`src/rtl/icache_assoc_if.sv`:
```
// icache_assoc_if: fetch-side, data-side arbitration, memory-side and
// performance-counter signals of the set-associative instruction cache.
// The cache sits on the slave modport; the fetch stage and arbiter use master.
interface icache_assoc_if;
  logic        imemREN;
  logic [31:0] imemaddr;
  logic        dmemREN;
  logic        dmemWEN;
  logic        halt;
  logic        ihit;
  logic [31:0] imemload;
  logic        iREN;
  logic [31:0] iaddr;
  logic        iwait;
  logic [31:0] iload;
  logic [31:0] hit_count;
  logic [31:0] miss_count;

  modport slave (
    input  imemREN, imemaddr, dmemREN, dmemWEN, halt, iwait, iload,
    output ihit, imemload, iREN, iaddr, hit_count, miss_count
  );

  modport master (
    output imemREN, imemaddr, dmemREN, dmemWEN, halt, iwait, iload,
    input  ihit, imemload, iREN, iaddr, hit_count, miss_count
  );
endinterface

```
`src/rtl/icache_assoc.sv`:
```
// icache_assoc: set-associative instruction cache with multi-word block fill.
// Replacement: LRU bit (WAYS=2) or 3-bit tree-PLRU (WAYS=4) per set.
// Optional feature macro: ICACHE_PERF_EN builds the hit/miss counters;
// without it both counters read 0.
module icache_assoc #(
  parameter int WAYS = 2,
  parameter int SETS = 8,
  parameter int WPB  = 2
) (
  input logic CLK,
  input logic RST,
  icache_assoc_if.slave bus
);
  localparam int OFF_BITS = $clog2(WPB);
  localparam int OFF_W    = (WPB > 1) ? OFF_BITS : 1;
  localparam int IDX_W    = $clog2(SETS);
  localparam int TAG_W    = 30 - OFF_BITS - IDX_W;
  localparam int WAY_W    = (WAYS > 1) ? $clog2(WAYS) : 1;
  localparam int REPL_W   = (WAYS == 4) ? 3 : 1;

  typedef enum logic {S_IDLE, S_FILL} state_t;
  state_t state_q, state_d;

  logic [WAYS-1:0]   valid_q [SETS];
  logic [REPL_W-1:0] repl_q  [SETS];
  logic [TAG_W-1:0]  tag_q   [WAYS][SETS];
  logic [31:0]       data_q  [WAYS][SETS][WPB];

  logic [29:0]      fill_base;
  logic [WAY_W-1:0] victim_q;
  logic [OFF_W-1:0] cnt_q;
  logic [31:0]      last_q;

  // Marks way w most-recently used; bits point toward the LRU side.
  function automatic logic [2:0] touch(input logic [2:0] r, input logic [1:0] w);
    logic [2:0] n;
    n = r;
    if (WAYS == 2) n[0] = ~w[0];
    else if (WAYS == 4) begin
      n[0] = ~w[1];
      if (w[1]) n[2] = ~w[0];
      else      n[1] = ~w[0];
    end
    return n;
  endfunction

  // Follows the replacement bits to the least-recently-used way.
  function automatic logic [1:0] lru_way(input logic [2:0] r);
    if (WAYS == 2) return {1'b0, r[0]};
    if (WAYS == 4) return r[0] ? {1'b1, r[2]} : {1'b0, r[1]};
    return 2'd0;
  endfunction

  logic [29:0]      req_word;
  logic [OFF_W-1:0] req_off;
  logic [IDX_W-1:0] req_idx, fill_idx;
  logic [TAG_W-1:0] req_tag, fill_tag;
  logic             blocked, last_word;
  logic             unused_addr_bits;

  assign req_word  = bus.imemaddr[31:2];
  assign req_off   = OFF_W'(req_word & 30'(WPB - 1));
  assign req_idx   = IDX_W'(req_word >> OFF_BITS);
  assign req_tag   = TAG_W'(req_word >> (OFF_BITS + IDX_W));
  assign fill_idx  = IDX_W'(fill_base >> OFF_BITS);
  assign fill_tag  = TAG_W'(fill_base >> (OFF_BITS + IDX_W));
  assign blocked   = bus.dmemREN | bus.dmemWEN | bus.halt;
  assign last_word = (cnt_q == OFF_W'(WPB - 1));
  assign unused_addr_bits = ^bus.imemaddr[1:0];

  logic             hit_any;
  logic [WAY_W-1:0] hit_way, victim;
  logic [31:0]      hit_word;

  // Parallel tag lookup across all ways of the requested set.
  // NOTE: always_comb with every output given a default first keeps this
  // purely combinational; a missing default would infer a latch.
  always_comb begin
    hit_any = 1'b0;
    hit_way = '0;
    for (int w = 0; w < WAYS; w++) begin
      if (valid_q[req_idx][w] && tag_q[w][req_idx] == req_tag) begin
        hit_any = 1'b1;
        hit_way = WAY_W'(w);
      end
    end
    hit_word = data_q[hit_way][req_idx][req_off];
  end

  // Victim: lowest-numbered invalid way, else the LRU/PLRU way.
  always_comb begin
    victim = WAY_W'(lru_way(3'(repl_q[req_idx])));
    for (int w = WAYS - 1; w >= 0; w--) begin
      if (!valid_q[req_idx][w]) victim = WAY_W'(w);
    end
  end

  logic        do_hit, do_miss, accept, abort;
  logic        ihit, iren;
  logic [31:0] iaddr, imemload;

  // Next-state and output decode for the IDLE/FILL controller.
  always_comb begin
    state_d  = state_q;
    ihit     = 1'b0;
    iren     = 1'b0;
    iaddr    = '0;
    imemload = last_q;
    do_hit   = 1'b0;
    do_miss  = 1'b0;
    accept   = 1'b0;
    abort    = 1'b0;
    case (state_q)
      S_IDLE: begin
        if (!blocked && bus.imemREN) begin
          if (hit_any) begin
            ihit     = 1'b1;
            imemload = hit_word;
            do_hit   = 1'b1;
          end else begin
            do_miss = 1'b1;
            state_d = S_FILL;
          end
        end
      end
      S_FILL: begin
        iaddr = {fill_base | 30'(cnt_q), 2'b00};
        if (bus.halt) begin
          abort   = 1'b1;
          state_d = S_IDLE;
        end else if (!blocked) begin
          iren   = 1'b1;
          accept = !bus.iwait;
          if (accept && last_word) state_d = S_IDLE;
        end
      end
      default: state_d = S_IDLE;
    endcase
  end

  assign bus.ihit     = ihit;
  assign bus.iREN     = iren;
  assign bus.iaddr    = iaddr;
  assign bus.imemload = imemload;

  // Controller state register.
  // NOTE: sequential state uses non-blocking assignments so every register
  // samples pre-edge values regardless of statement order.
  always_ff @(posedge CLK) begin
    if (RST) state_q <= S_IDLE;
    else     state_q <= state_d;
  end

  // Valid bits, replacement state, fill bookkeeping and last instruction.
  always_ff @(posedge CLK) begin
    if (RST) begin
      for (int s = 0; s < SETS; s++) begin
        valid_q[s] <= '0;
        repl_q[s]  <= '0;
      end
      cnt_q     <= '0;
      last_q    <= '0;
      fill_base <= '0;
      victim_q  <= '0;
    end else begin
      if (do_hit) begin
        last_q          <= hit_word;
        repl_q[req_idx] <= REPL_W'(touch(3'(repl_q[req_idx]), 2'(hit_way)));
      end
      if (do_miss) begin
        fill_base <= req_word & ~30'(WPB - 1);
        victim_q  <= victim;
        cnt_q     <= '0;
      end
      if (abort) begin
        valid_q[fill_idx][victim_q] <= 1'b0;
        cnt_q                       <= '0;
      end
      if (accept) begin
        if (last_word) begin
          valid_q[fill_idx][victim_q] <= 1'b1;
          repl_q[fill_idx] <= REPL_W'(touch(3'(repl_q[fill_idx]), 2'(victim_q)));
          cnt_q            <= '0;
        end else begin
          cnt_q <= cnt_q + OFF_W'(1);
        end
      end
    end
  end

  // Line data and tag storage.
  // NOTE: the arrays are deliberately not reset; the valid bits alone decide
  // whether their contents are ever used, so they map onto plain RAM.
  always_ff @(posedge CLK) begin
    if (accept) begin
      data_q[victim_q][fill_idx][cnt_q] <= bus.iload;
      if (last_word) tag_q[victim_q][fill_idx] <= fill_tag;
    end
  end

`ifdef ICACHE_PERF_EN
  logic [31:0] hit_cnt_q, miss_cnt_q;

  // Performance counters: one per IDLE hit cycle, one per miss entering FILL.
  always_ff @(posedge CLK) begin
    if (RST) begin
      hit_cnt_q  <= '0;
      miss_cnt_q <= '0;
    end else begin
      if (do_hit)  hit_cnt_q  <= hit_cnt_q + 32'd1;
      if (do_miss) miss_cnt_q <= miss_cnt_q + 32'd1;
    end
  end

  assign bus.hit_count  = hit_cnt_q;
  assign bus.miss_count = miss_cnt_q;
`else
  assign bus.hit_count  = '0;
  assign bus.miss_count = '0;
`endif
endmodule

```
`src/flat_wrapper.sv`:
```
// flat-port wrapper written by rule: the top's interface ports become plain ports
module icache_assoc_flat 
#(
  parameter int WAYS = 2,
  parameter int SETS = 8,
  parameter int WPB  = 2
)
  (CLK, RST, bus_imemREN, bus_imemaddr, bus_dmemREN, bus_dmemWEN, bus_halt, bus_iwait, bus_iload, bus_ihit, bus_imemload, bus_iREN, bus_iaddr, bus_hit_count, bus_miss_count);
  icache_assoc_if bus_i ();
  input logic CLK;
  input logic RST;
  input wire logic [$bits(bus_i.imemREN)-1:0] bus_imemREN;
  input wire logic [$bits(bus_i.imemaddr)-1:0] bus_imemaddr;
  input wire logic [$bits(bus_i.dmemREN)-1:0] bus_dmemREN;
  input wire logic [$bits(bus_i.dmemWEN)-1:0] bus_dmemWEN;
  input wire logic [$bits(bus_i.halt)-1:0] bus_halt;
  input wire logic [$bits(bus_i.iwait)-1:0] bus_iwait;
  input wire logic [$bits(bus_i.iload)-1:0] bus_iload;
  output wire logic [$bits(bus_i.ihit)-1:0] bus_ihit;
  output wire logic [$bits(bus_i.imemload)-1:0] bus_imemload;
  output wire logic [$bits(bus_i.iREN)-1:0] bus_iREN;
  output wire logic [$bits(bus_i.iaddr)-1:0] bus_iaddr;
  output wire logic [$bits(bus_i.hit_count)-1:0] bus_hit_count;
  output wire logic [$bits(bus_i.miss_count)-1:0] bus_miss_count;
  assign bus_i.imemREN = bus_imemREN;
  assign bus_i.imemaddr = bus_imemaddr;
  assign bus_i.dmemREN = bus_dmemREN;
  assign bus_i.dmemWEN = bus_dmemWEN;
  assign bus_i.halt = bus_halt;
  assign bus_i.iwait = bus_iwait;
  assign bus_i.iload = bus_iload;
  assign bus_ihit = bus_i.ihit;
  assign bus_imemload = bus_i.imemload;
  assign bus_iREN = bus_i.iREN;
  assign bus_iaddr = bus_i.iaddr;
  assign bus_hit_count = bus_i.hit_count;
  assign bus_miss_count = bus_i.miss_count;
  icache_assoc #(.WAYS(WAYS), .SETS(SETS), .WPB(WPB)) u_core (.CLK(CLK), .RST(RST), .bus(bus_i));
endmodule
```
`config.mk`:
```
export PLATFORM = sky130hd
export DESIGN_NAME = icache_assoc_flat
export DESIGN_NICKNAME = d
export VERILOG_FILES = /design/src/rtl/icache_assoc_if.sv /design/src/rtl/icache_assoc.sv /design/src/flat_wrapper.sv
export SDC_FILE = /design/constraint.sdc
export NUM_CORES = 2
export LEC_CHECK = 0
export BUFFER_PORTS_ARGS = -buffer_cell sky130_fd_sc_hd__buf_2
export CELL_PAD_IN_SITES_DETAIL_PLACEMENT = 1
export CELL_PAD_IN_SITES_GLOBAL_PLACEMENT = 1
export CORE_ASPECT_RATIO = 1.5
export CORE_MARGIN = 2
export CORE_UTILIZATION = 54
export DETAILED_ROUTE_END_ITERATION = 7
export PLACE_DENSITY_LB_ADDON = 0.08
export SYNTH_ARGS = -nofsm -noshare
export SYNTH_HDL_FRONTEND = slang
export SYNTH_SLANG_ARGS = --single-unit
```
`constraint.sdc`:
```
create_clock -name CLK -period 6.3 [get_ports CLK]
set_clock_uncertainty 0.1 [all_clocks]
set_input_delay 1.26 -clock CLK [delete_from_list [all_inputs] [get_ports CLK]]
set_output_delay 1.26 -clock CLK [all_outputs]
set_load 0.02 [all_outputs]
```
### Yosys cells after proc, flatten, opt, wreduce, memory -nomap -nowiden

Memory sizes are Yosys's and may differ from the RTL's.
Cells that the tools add are included.

* memories kept: 4
* output and inout port bits: 130
* word-level logic and storage cells: 128
* flip-flop bits (word level): 64
* input bits: 71
* RAM bits: 1464

* bitwise gates (word level): 12
* eq/ne operators: 2
* $lt $le $gt $ge: 8
* mux-type cells: 83
* add/sub/neg operators: 1
* reductions and logical operators: 13

Memories
* u_core.data_q: depth 2, width 512, read ports 1, clocked after memory_dff 0, wr ports 1, RTL line icache_assoc.sv:27 `logic [31:0] data_q [WAYS][SETS][WPB];`
* u_core.tag_q: depth 2, width 208, read ports 2, clocked after memory_dff 0, wr ports 1, RTL line icache_assoc.sv:26 `logic [TAG_W-1:0] tag_q [WAYS][SETS];`
* u_core.valid_q: depth 8, width 2, read ports 1, clocked after memory_dff 0, wr ports 8, RTL line icache_assoc.sv:24 `logic [WAYS-1:0] valid_q [SETS];`
* u_core.repl_q: depth 8, width 1, read ports 1, clocked after memory_dff 0, wr ports 8, RTL line icache_assoc.sv:25 `logic [REPL_W-1:0] repl_q [SETS];`

Operators by type and width (number)
* $mux 512: 1
* $mux 32: 8
* $mux 208: 1
* $bmux 64 s3: 1
* $demux 64 s3: 1
* $mux 64: 3
* $bmux 26 s3: 2
* $mux 26: 5
* $demux 26 s3: 1
* $eq 26x26->1: 2
* $mux 1: 50
* $demux 32 s1: 1
* $or 30x1->30: 1
* $mux 3: 3
* $ge 4x4->1 const B: 2
* $mux 2: 4
* $not 3->4: 2
* $logic_and 1x1->1: 7
* $ge 2x2->1 const B: 2
* $lt 4x1->1 const B: 1
* $not 1->2: 2
* $or 1x1->1: 4
* $not 1->1: 3
* $reduce_bool 3->1: 1
* 9 further kinds: 11

### Depth between registers and ports, before layout

* word-level depth: 17
* mapped depth: 18

### Worst setup path before layout

No wires, ideal clock.

* kind: input to output
* start point: input port bus_imemaddr[4]
* end point: output port bus_imemload[17]
* cell stages on the path: 16
* data arrival time: 4.569 ns
* buffers on the path: 7
* path slack: 0.371 ns
* path through: buf_2 > buf_4 > buf_2 > buf_2 > mux4_2 > mux2i_1 > xnor2_1 > nor4b_1 > nand4_1 > buf_2 > buf_2 > buf_2 > mux2i_1 > nand2_1 > o211ai_1 > a31oi_1

* cells in the longest elaborated chain, start to end: 17
* elaborated cells on any way between the ends: 25
* classes of those cells: 2 x eq/ne; 18 x mux; 1 x bitwise; 2 x reduce/logical; 2 x memory

Ends and longest elaborated chain
* start, declared: RTL line flat_wrapper.sv:13 `input wire logic [$bits(bus_i.imemaddr)-1:0] bus_imemaddr;`
* $not 3->4 (implied by the code): RTL line icache_assoc.sv:82, icache_assoc.sv:87
* $bmux 26 s3: RTL line icache_assoc.sv:82 `if (valid_q[req_idx][w] && tag_q[w][req_idx] == req_tag) begin`
* $mux 26 (implied by the code) (2 in a row): RTL line icache_assoc.sv:82
* $eq 26x26->1: RTL line icache_assoc.sv:82
* $logic_and 1x1->1: RTL line icache_assoc.sv:82
* $mux 1: RTL line icache_assoc.sv:82
* $mem_v2 2x512
* $bmux 64 s3: RTL line icache_assoc.sv:87 `hit_word = data_q[hit_way][req_idx][req_off];`
* $mux 64 (implied by the code) (2 in a row): RTL line icache_assoc.sv:87
* $mux 32 (implied by the code) (3 in a row): RTL line icache_assoc.sv:87
* $mux 32 *: RTL line icache_assoc.sv:116 `if (hit_any) begin`
* $mux 32 *: RTL line icache_assoc.sv:115 `if (!blocked && bus.imemREN) begin`
* $mux 32 *: RTL line icache_assoc.sv:113 `case (state_q)`
* end, declared: RTL line flat_wrapper.sv:20 `output wire logic [$bits(bus_i.imemload)-1:0] bus_imemload;`

Every way passes the cells marked *; elsewhere a longest branch is shown, timed or not. The select of a mux whose other input is x is not followed.

### Worst setup path after layout

* start point: input port bus_imemaddr[3]
* end point: output port bus_imemload[27]

The elaborated chain is that of the path after synthesis.

==> results.md <==
* Fin cells at ~5600
* Flops & latches, synth at 1528
* Worst Tran Pin Value at around 1.2 ns
* Routed Wire Length at between 150000 and 200000 um
* 1st-pass router iterations at 6
* WP buf/inv at 10
* Critical path class: primary input to output pin
* # IOs at about 200
* XOR/XNOR Fraction of Synth Area at less than 1%
* Final #Nets at approximately 4100
* First-pass GRT wire length at approximately 270000 um
* Met1 Use GR at roughly 38%
* Pwr/cell area at approximately 280 nW/um^2
* Post-Synth Simple-Gate Area at 4.34%
* Cell count after placement at ~5200
* Cts hold-fix bufs at 0
* Largest family of logic cells by synthesized area: multiplexers
* Post-synth ARST share at 0%
* Initial antenna violation count at 9
* Combinational Power Share at 5.2%
* Leakage at between 20 and 30 nW
* H-tree depth at 4
* Setup violators final at 32
* Worst-case clock buffer depth at 3
* Die area at about 120000 sq um
* Port bufs at approximately 130
* Worst-skew pair later-pin latency at slightly below 0.8 ns
* Root Buffer: clkbuf_16
* Internal at 16.4 mW
* Family with the most delay on the worst path: buffers and inverters
* GRT Resource Usage Total at around 32%
* Rel. slew slack at between 10% and 20%
* Row Count at between 150 and 200
* Drt initial violations at roughly 3200
* CP endpoint kind: output pin
* Clock share of power at a little over two fifths
* Synthesized instance count at 3522
* GPL Wtd Cong at 0.852
* CP max-delay cell: nor4_4
* P_sw at 4.54 mW
* Area growth from synthesis to layout at 20.5%
* DR WL/cell at 33.9 um
* Die width at around 280 um
* Violated checks: setup timing
* ANT nets after route at 0
* Hold Path Class: flip-flop to flip-flop
* Startpoint Class: primary input
* CP Max Fanout at 9
* RSZ-0062 raised after global routing: true
* Syn Area/Cell at between 15 and 20 sq um
* Synth Flop Type: edfxtp_1
* Worst VDD drop at between 200 and 300 uV
* Yosys warning total at 0
* Post-DP HPWL at ~110000 um
* Die Height at between 400 and 500 um
* Hold Fails Final Rpt at 0
* Number of global-route vias before repair at a little under 40000
* Required time of the critical path at about 4.9 ns
* Share of layout cells above drive strength 1 at about 30%
* Mux contribution to synthesized area at approximately an eighth
* Outcome: complete, but fails checks
* Clock buffer count from CTS at about 140
* Total Power at between 20 and 25 mW
* Sw Ratio at a little over a fifth
* Synth cell types at 65
* Slew Limit Fails at 0
* Largest net degree at the start of global routing at 75
* Initial core utilization at 54.3%
* Compound-Gate Fraction of Synth Area at 5.46%
* GR Layer Usage met3 at around 4.7%
* Vias per cell at approximately 6.4
* Max-cap violations at 0
* PnR worst setup slack at -0.225 ns
* Sequential power share at a little over half
* Clock-pin slew on the worst setup and hold paths at ~0.06 ns
* Critical path, cell by cell: buf_12 -> buf_4 -> or2_4 -> buf_12 -> o22ai_2 -> nor3_1 -> buf_4 -> nor3_1 -> nand4_1 -> buf_4 -> nor4_4 -> buf_8 -> buf_16 -> buf_12 -> buf_12 -> mux4_2 -> mux2_4 -> nand2_2 -> a31oi_4 -> buf_6
* DRC at 0
* Crit path arrival time at roughly 5.2 ns
* GRT busiest layer: met2
* Cell Area, Synth at slightly above 60000 sq um
* Post-synthesis sequential area ratio at between 70 and 80%
* Most used cell along the critical path: buf_12
* CTS tree: done
* Num Clock Sinks at 1528
* Fmax at 0.153 GHz
* Core box area at roughly 110000 sq um
* Final period utilization at 104%
* Number of synthesized flops with an enable pin at roughly 1500
* GR Layer Usage met2 at 57.6%
* Total grt overflow at 0
* CP peak stage delay at roughly 0.34 ns
* Tmin final at roughly 6.5 ns
* Vias after detailed routing at around 36000
* Post-synthesis adder-cell area fraction at 0%
## flip-flops by register name (all words and copies together), names as in the netlist
name and flops:
u_core.valid_q 16, u_core.data_q 1024, u_core.victim_q 1, u_core.last_q 32, u_core.state_q 1, u_core.repl_q 8, u_core.tag_q 416, u_core.cnt_q 1
u_core.fill_base 29
## metal layers
metal	part of all wire [%]	wire length (um)
met1	36	68000
met4	5.6	10600
met5	0.012	22
met2	53	100000
met3	5.7	10700
## power by group through the flow
stage / clock [mW] / sequential, mW / combinational (mW)
after detailed placement: 0 / 11.3 / 0.944
final: 8.72 / 11.1 / 1.09
after global routing: 9.12 / 11.1 / 1.14
after global placement: 0 / 11.3 / 0.912
after CTS: 8.80 / 11.1 / 1.03
after floorplan: 0 / 11.3 / 0.544
## layout make-up
class                           count  area [sq um]
Multi-Input combinational cell   1770         16900
Clock buffer                      186          3880
Fill cell                        9429         39000
Antenna cell                        3          7.51
Clock inverter                     79           795
Tap cell                         1453          1820
Sequential cell                  1528         45200
Inverter                           10          40.0
Timing Repair Buffer              555          5140
## Yosys cell counts (53+ instances only)
library cell / instances / area [sq um]
nand2_1: 66 / 248
mux2i_1: 398 / 3980
edfxtp_1: 1464 / 44000
o211ai_1: 79 / 593
a21oi_1: 188 / 941
mux2_2: 58 / 653
nor2_1: 240 / 901
a311oi_1: 58 / 508
mux4_2: 157 / 3540
and2_1: 53 / 332
clkbuf_1: 123 / 462
buf_4: 74 / 556
dfxtp_1: 64 / 1280
or3_1: 53 / 332
## worst paths after layout
kind / startpoint / to / slack (ns) / cells after the start
setup reg to reg: u_core.tag_q[1][8]$_DFFE_PP_ / u_core.fill_base[15]$_SDFFE_PP0P_ / 1.75 / 14
hold / removal: u_core.last_q[23]$_SDFFE_PP0N_ / u_core.last_q[23]$_SDFFE_PP0N_ / 0.47 / 2
hold reg to reg: u_core.last_q[23]$_SDFFE_PP0N_ / u_core.last_q[23]$_SDFFE_PP0N_ / 0.47 / 2
setup / recovery: bus_imemaddr[3] / bus_imemload[27] / -0.22 / 20
## per-stage QoR
step | worst slack, ns | setup TNS, ns | hold WS, ns | utilization [%] | instance area, sq um
3_5_place_dp | -0.770 | -19.19 | 0.469 | 58.3 | 65800
4_1_cts | -0.135 | -2.27 | 0.466 | 64.3 | 72500
5_1_grt | -0.293 | -7.02 | 0.504 | 65.4 | 73800
6_report | -0.225 | -4.75 | 0.471 | 65.4 | 73800
3_3_place_gp | -0.710 | -18.95 | 0.446 | 58.3 | 65800
2_1_floorplan | 0.371 | 0 | 0.434 | - | 61500
## cells in the final DEF, fill, tap and decap left out, types with 13 or more instances in the layout
| master | netlist | final |
|---|---|---|
| edfxtp_1 | 1464 | 1464 |
| mux2i_1 | 398 | 378 |
| buf_4 | 74 | 339 |
| nor2_1 | 240 | 176 |
| a21oi_1 | 188 | 164 |
| mux4_2 | 157 | 157 |
| clkbuf_16 | 0 | 151 |
| buf_2 | 52 | 96 |
| o211ai_1 | 79 | 79 |
| conb_1 | 1 | 66 |
| dfxtp_1 | 64 | 64 |
| nor2_4 | 0 | 58 |
| mux2_2 | 58 | 53 |
| nand2_1 | 66 | 53 |
| and2_1 | 53 | 50 |
| buf_6 | 9 | 47 |
| or3_1 | 53 | 45 |
| buf_12 | 0 | 41 |
| nor3_1 | 46 | 39 |
| a311oi_1 | 58 | 31 |
| clkbuf_1 | 123 | 31 |
| clkinv_2 | 0 | 28 |
| clkinv_1 | 2 | 21 |
| xnor2_1 | 30 | 19 |
| a211oi_1 | 24 | 19 |
| a31oi_4 | 0 | 18 |
| a311oi_2 | 0 | 17 |
| nor2b_1 | 17 | 14 |
| a21oi_2 | 0 | 14 |
| mux2i_4 | 0 | 13 |
| o22ai_2 | 0 | 13 |
## cell families after synthesis
logic type | after synthesis
buffers and inverters | 289
DFF | 1528
xor gates and xnor gates | 36
and+or+nand+nor | 548
muxes | 613
other | 1
AOI/OAI and AO/OA | 507
## worst register-to-register path, delay by kind of cell (launching register included)
| family | cells | cell delay (ns) |
|---|---|---|
| AND/OR/NAND/NOR | 6 | 1.81 |
| multiplexers | 3 | 1.01 |
| flip-flops | 1 | 0.41 |
| XOR/XNOR | 1 | 0.18 |
| buffers and inverters | 4 | 0.91 |
## repair_timing
item / in CTS / in global routing
resized for setup: 271 / 173
cloned: 10 / 7
setup endpoints to repair: 33 / 32
pin swaps: 54 / 48
setup buffers: 47 / 43
Power figures use the tool's default switching activity.
